`config.mk`:
```
export PLATFORM = sky130hd
export DESIGN_NAME = trig_lut_sched_flat
export DESIGN_NICKNAME = d
export VERILOG_FILES = /design/src/rtl/trig_lut_sched_if.sv /design/src/rtl/trig_lut_sched.sv /design/src/flat_wrapper.sv
export SDC_FILE = /design/constraint.sdc
export NUM_CORES = 1
export LEC_CHECK = 0
export CAP_MARGIN = 25
export CORE_MARGIN = 1.5
export CORE_UTILIZATION = 45
export DETAILED_ROUTE_END_ITERATION = 7
export GPL_TIMING_DRIVEN = 0
export PLACE_DENSITY_LB_ADDON = 0.15
export SYNTH_ARGS = -nofsm -noshare
export SYNTH_HDL_FRONTEND = slang
export SYNTH_SLANG_ARGS = --single-unit
```
`constraint.sdc`:
```
create_clock -name clk -period 3.77 [get_ports clk]
set_input_delay 0.5655 -clock clk [delete_from_list [all_inputs] [get_ports clk]]
set_output_delay 0.5655 -clock clk [all_outputs]
set_load 0.01 [all_outputs]
```
`src/rtl/trig_lut_sched_if.sv`:
```
// rtl/trig_lut_sched_if.sv - request/response bundle between trig requesters and the LUT scheduler
interface trig_lut_sched_if;
   logic [1:0]  req_valid;
   logic [1:0]  req_ready;
   logic [1:0]  req_op0;
   logic [1:0]  req_op1;
   logic [31:0] req_angle0;
   logic [31:0] req_angle1;
   logic        rsp_valid;
   logic        rsp_ready;
   logic        rsp_id;
   logic [31:0] rsp_sin;
   logic [31:0] rsp_cos;
   logic        rsp_err;

   modport master (
      output req_valid, req_op0, req_op1, req_angle0, req_angle1, rsp_ready,
      input  req_ready, rsp_valid, rsp_id, rsp_sin, rsp_cos, rsp_err
   );

   modport slave (
      input  req_valid, req_op0, req_op1, req_angle0, req_angle1, rsp_ready,
      output req_ready, rsp_valid, rsp_id, rsp_sin, rsp_cos, rsp_err
   );
endinterface

```
`src/rtl/trig_lut_sched.sv`:
```
// rtl/trig_lut_sched.sv - round-robin scheduler sharing one sin/cos LUT between two requesters
// Optional angle range check: define TRIG_LUT_RANGE_CHECK_EN.
module trig_lut_sched #(
   parameter int unsigned ANGLE_MAX = 360
) (
   input  logic              clk,
   input  logic              rst,
   trig_lut_sched_if.slave   bus,
   output logic              lut_op_selector,
   output logic [31:0]       lut_angle,
   input  logic [31:0]       lut_value
);

`ifdef TRIG_LUT_RANGE_CHECK_EN
   localparam bit RANGE_CHECK = 1'b1;
`else
   localparam bit RANGE_CHECK = 1'b0;
`endif

   localparam logic [1:0] OP_SIN  = 2'b00;
   localparam logic [1:0] OP_COS  = 2'b01;
   localparam logic [1:0] OP_BOTH = 2'b10;
   localparam logic [1:0] OP_RSVD = 2'b11;

   typedef enum logic [1:0] {IDLE, LOOK1, LOOK2, RESP} state_t;

   state_t      state, state_nx;
   logic        last_grant;
   logic        grant;
   logic        accept;
   logic        reject;
   logic [1:0]  op_sel;
   logic [31:0] angle_sel;
   logic [1:0]  op_r;
   logic        id_r;
   logic [31:0] sin_r;
   logic [31:0] cos_r;
   logic        err_r;
   logic        sel_r;
   logic [31:0] angle_r;

   always_ff @(posedge clk) begin
      if (rst) state <= IDLE;
      else     state <= state_nx;
   end

   // A tie goes to whoever was not granted last; a lone requester always wins.
   always_comb begin
      grant         = 1'b0;
      accept        = 1'b0;
      bus.req_ready = 2'b00;
      state_nx      = state;
      case (bus.req_valid)
         2'b10:   grant = 1'b1;
         2'b11:   grant = ~last_grant;
         default: grant = 1'b0;
      endcase
      op_sel    = grant ? bus.req_op1    : bus.req_op0;
      angle_sel = grant ? bus.req_angle1 : bus.req_angle0;
      reject    = (op_sel == OP_RSVD) | (RANGE_CHECK & (angle_sel > ANGLE_MAX));
      case (state)
         IDLE: begin
            if (|bus.req_valid) begin
               accept        = 1'b1;
               bus.req_ready = grant ? 2'b10 : 2'b01;
               state_nx      = reject ? RESP : LOOK1;
            end
         end
         LOOK1:   state_nx = (op_r == OP_BOTH) ? LOOK2 : RESP;
         LOOK2:   state_nx = RESP;
         RESP:    if (bus.rsp_ready) state_nx = IDLE;
         default: state_nx = IDLE;
      endcase
   end

   always_ff @(posedge clk) begin
      if (rst) begin
         last_grant <= 1'b1;
         op_r       <= OP_SIN;
         id_r       <= 1'b0;
         sin_r      <= '0;
         cos_r      <= '0;
         err_r      <= 1'b0;
         sel_r      <= 1'b0;
         angle_r    <= '0;
      end else begin
         case (state)
            IDLE: begin
               if (accept) begin
                  id_r  <= grant;
                  op_r  <= op_sel;
                  sin_r <= '0;
                  cos_r <= '0;
                  err_r <= reject;
                  // Rejected requests never touch the LUT inputs.
                  if (!reject) begin
                     angle_r <= angle_sel;
                     sel_r   <= (op_sel == OP_COS);
                  end
               end
            end
            LOOK1: begin
               if (op_r == OP_COS) cos_r <= lut_value;
               else                sin_r <= lut_value;
               if (op_r == OP_BOTH) begin
                  sel_r <= 1'b1;
               end else begin
                  sel_r   <= 1'b0;
                  angle_r <= '0;
               end
            end
            LOOK2: begin
               cos_r   <= lut_value;
               sel_r   <= 1'b0;
               angle_r <= '0;
            end
            RESP: begin
               if (bus.rsp_ready) last_grant <= id_r;
            end
            default: ;
         endcase
      end
   end

   assign bus.rsp_valid   = (state == RESP);
   assign bus.rsp_id      = id_r;
   assign bus.rsp_sin     = sin_r;
   assign bus.rsp_cos     = cos_r;
   assign bus.rsp_err     = err_r;
   assign lut_op_selector = sel_r;
   assign lut_angle       = angle_r;

endmodule

```
`src/flat_wrapper.sv`:
```
// flat-port wrapper written by rule: the top's interface ports become plain ports
module trig_lut_sched_flat 
#(
   parameter int unsigned ANGLE_MAX = 360
)
  (clk, rst, lut_op_selector, lut_angle, lut_value, bus_req_valid, bus_req_op0, bus_req_op1, bus_req_angle0, bus_req_angle1, bus_rsp_ready, bus_req_ready, bus_rsp_valid, bus_rsp_id, bus_rsp_sin, bus_rsp_cos, bus_rsp_err);
  trig_lut_sched_if bus_i ();
  input  logic clk;
  input  logic rst;
  output logic lut_op_selector;
  output logic [31:0] lut_angle;
  input  logic [31:0] lut_value;
  input wire logic [$bits(bus_i.req_valid)-1:0] bus_req_valid;
  input wire logic [$bits(bus_i.req_op0)-1:0] bus_req_op0;
  input wire logic [$bits(bus_i.req_op1)-1:0] bus_req_op1;
  input wire logic [$bits(bus_i.req_angle0)-1:0] bus_req_angle0;
  input wire logic [$bits(bus_i.req_angle1)-1:0] bus_req_angle1;
  input wire logic [$bits(bus_i.rsp_ready)-1:0] bus_rsp_ready;
  output wire logic [$bits(bus_i.req_ready)-1:0] bus_req_ready;
  output wire logic [$bits(bus_i.rsp_valid)-1:0] bus_rsp_valid;
  output wire logic [$bits(bus_i.rsp_id)-1:0] bus_rsp_id;
  output wire logic [$bits(bus_i.rsp_sin)-1:0] bus_rsp_sin;
  output wire logic [$bits(bus_i.rsp_cos)-1:0] bus_rsp_cos;
  output wire logic [$bits(bus_i.rsp_err)-1:0] bus_rsp_err;
  assign bus_i.req_valid = bus_req_valid;
  assign bus_i.req_op0 = bus_req_op0;
  assign bus_i.req_op1 = bus_req_op1;
  assign bus_i.req_angle0 = bus_req_angle0;
  assign bus_i.req_angle1 = bus_req_angle1;
  assign bus_i.rsp_ready = bus_rsp_ready;
  assign bus_req_ready = bus_i.req_ready;
  assign bus_rsp_valid = bus_i.rsp_valid;
  assign bus_rsp_id = bus_i.rsp_id;
  assign bus_rsp_sin = bus_i.rsp_sin;
  assign bus_rsp_cos = bus_i.rsp_cos;
  assign bus_rsp_err = bus_i.rsp_err;
  trig_lut_sched #(.ANGLE_MAX(ANGLE_MAX)) u_core (.clk(clk), .rst(rst), .bus(bus_i), .lut_op_selector(lut_op_selector), .lut_angle(lut_angle), .lut_value(lut_value));
endmodule
```
==> flow_metrics.tcl, run 1 <==
set metrics [dict create \
    die_w_um 103 \
    finalNetCount 862 \
    dp_hpwl_um 11200 \
    antenna_found_initial 0 \
    cts-root-buf "clkbuf_8" \
    synth.distinct_cells 34 \
    clk_latency_ns 0.35 \
    grt_pass1_vias 4586 \
    power_density_nw_per_um2 685 \
    synth_edf_count 0 \
    worstHoldPathType "flop to flop" \
    grt.total_usage 0.263 \
    setup_viol_count_final 0 \
    wl_um 14300 \
    utilization 0.711 \
    drt-initial-drc-count 155 \
    ir_drop_mv 0.334 \
    dr_wl_met2_um 7060 \
    period_needed_ns 3.25 \
    place_congestion 0.813 \
    top_layer "met4" \
    crit_arrival_ns 2.68 \
    grt_pass1_wl_um 21900 \
    drc 0 \
    detail_route.wl_per_cell_um 16.0 \
    clock_sinks 104 \
    nFillCells 790 \
    fin_setup_tns_ns 0 \
    ys_seq_area_frac 0.463 \
    drt_pass1_iterations 5 \
    yosys-top-cells-count "104 x dfxtp_1, 100 x a21oi_1, 69 x nand3_1" \
    rsz0062_at_grt "false" \
    syn_nets 645 \
    synth.cell_area_um2 4500 \
    async_flop_share 0 \
    viasPerCell 5.44 \
    dr_wl_met3_um 980 \
    dr_total_vias 4843 \
    synth.most_common_cell "dfxtp_1" \
    worst-path-max-fanout 10 \
    wirelength_met1_um 5950 \
    ctsHoldBuffers 0 \
    max_freq_ghz 0.308 \
    synth_top_flop_cell "dfxtp_1" \
    diodes 0 \
    syn_area_per_cell_um2 8.39 \
    ant_nets 0 \
    finClkSkew_ns 0.0105 \
    io_buffers 206 \
    cts_buffer_depth 2 \
    die_h_um 103 \
    cts_tree "yes" \
    fin_cells 890 \
    grt_overflow 0 \
    ys_ff_latch 104 \
    holdWs_ns 0.454 \
    die_area_um2 10600 \
    synth_top_area_share 0.463 \
    yosys-top-cells-area "dfxtp_1 46%, a21oi_1 11%, mux2i_1 7.8%" \
    cp.required_ns 3.20 \
    worst_pin_slew_ns 0.809 \
    dp.cells 875 \
    cp-start-kind "input port" \
    hold_viol 0 \
    core-area_um2 9730 \
    initial_core_util 0.462 \
    critPathCaptureType "output port" \
    leakagePower_nw 2.42 \
    cts_buffers 9 \
    worstSetupPathType "input port to output port" \
    grt_max_degree 18 \
    drive_gt1_frac 0.0383 \
    cts_max_level 3 \
    maxCapViolations 0 \
    num_rows 36 \
    syn_to_final_growth_pct 53.8 \
    drv_slew 0 \
    yosysWarningCount 0 \
    synthCells 536 \
    cts_resized 0 \
    r2r_slack_ns 1.23 \
    synth_area_leader_cell "dfxtp_1" \
    clk_pin_slew_ns 0.10 \
    fin_crit_sh 0.861 \
    cts_setup_buffers 0 \
    status "complete, no violations" \
    timing.slew.headroom 0.457 \
    ios 207 \
]
## power by group
| part | switching, mW | total (mW) | internal [mW] | leakage [nW] |
|---|---|---|---|---|
| clock network | 0.382 | 0.692 | 0.310 | 0.101 |
| logic | 1.37 | 2.47 | 1.09 | 1.47 |
| registers | 0.177 | 1.58 | 1.41 | 0.849 |
| total | 1.93 | 4.74 | 2.81 | 2.42 |
## cells in the final DEF (no fill, tap or decap), drive strengths merged, types with 5 or more instances in the layout
cell type / n
a211oi: 5
a21oi: 100
buf: 12
clkbuf: 50
clkdlybuf4s50: 206
dfxtp: 104
inv: 8
mux2i: 35
nand2: 67
nand3: 69
o21ai: 34
or4: 32
## final cells by class
type | count | area, um^2 | area share
inverters | 6 | 22.5 | 0.00325
multi-input cells | 373 | 2150 | 0.311
clock inverters | 6 | 68.8 | 0.00995
clock buffers | 9 | 124 | 0.0179
plain buffers | 53 | 244 | 0.0353
repair buffers | 206 | 2060 | 0.298
well taps | 133 | 166 | 0.0241
flip-flops and latches | 104 | 2080 | 0.301
## per-stage QoR
stage / setup slack (ns) / total power, mW / cell area (um^2)
after floorplan: 1.58 / 2.92 / 4500
after global placement: 0.578 / 3.96 / 6730
after detailed placement: 0.545 / 4.05 / 6730
after CTS: 0.531 / 4.73 / 6920
after global routing: 0.380 / 5.05 / 6920
final: 0.524 / 4.74 / 6920
## worst max-delay path, stage by stage
cell and delay [ns]:
clkdlybuf4s50_1 0.57, a21boi_2 0.35, buf_1 0.43, and2_1 0.22, clkdlybuf4s50_1 0.54
## sequential cells by signal, indices dropped and copies added, names as in the netlist, 2 cells and up
register / count
u_core.bus.rsp_cos: 32
u_core.op_r: 2
u_core.state: 2
u_core.bus.rsp_sin: 32
u_core.lut_angle: 32
## worst paths after layout
kind,from,endpoint,cells past startpoint
setup / recovery,bus_req_valid[1],bus_req_ready[1],5
hold / removal,u_core.bus.rsp_cos[0],u_core.bus.rsp_cos[0],2
setup reg to reg,u_core.state[0],u_core.bus.rsp_cos[31],8
hold reg to reg,u_core.bus.rsp_cos[0],u_core.bus.rsp_cos[0],2
## logic make-up (layout without fill, tap and decap cells)
| kind of cell | count (synthesis) | count (layout) | share of synthesized area |
|---|---|---|---|
| buf+inv | 59 | 280 | 0.0592 |
| fa+ha+maj | 4 | 4 | 0.0111 |
| compound gates | 149 | 149 | 0.177 |
| simple gates | 185 | 185 | 0.211 |
| mux | 35 | 35 | 0.0779 |
| flops | 104 | 104 | 0.463 |
## metal layers
metal | track usage | vias up
met2 | 0.451 | 191
li1 | - | 2350
met1 | 0.326 | 2278
met4 | 0.0832 | 0
met3 | 0.0644 | 24
met5 | 0 | -
(Power assumes the default switching activity.)
==> inputs of run 2 (changes only) <==
CAP_MARGIN = 30   (was 25)
==> results of run 2 <==
Final layout, timing and power as in run 1 (identical DEF).
==> inputs of run 3 (changes only) <==
ABC_AREA = 0   (was not set)
==> results of run 3 <==
Final layout, timing and power as in run 1 (identical DEF).
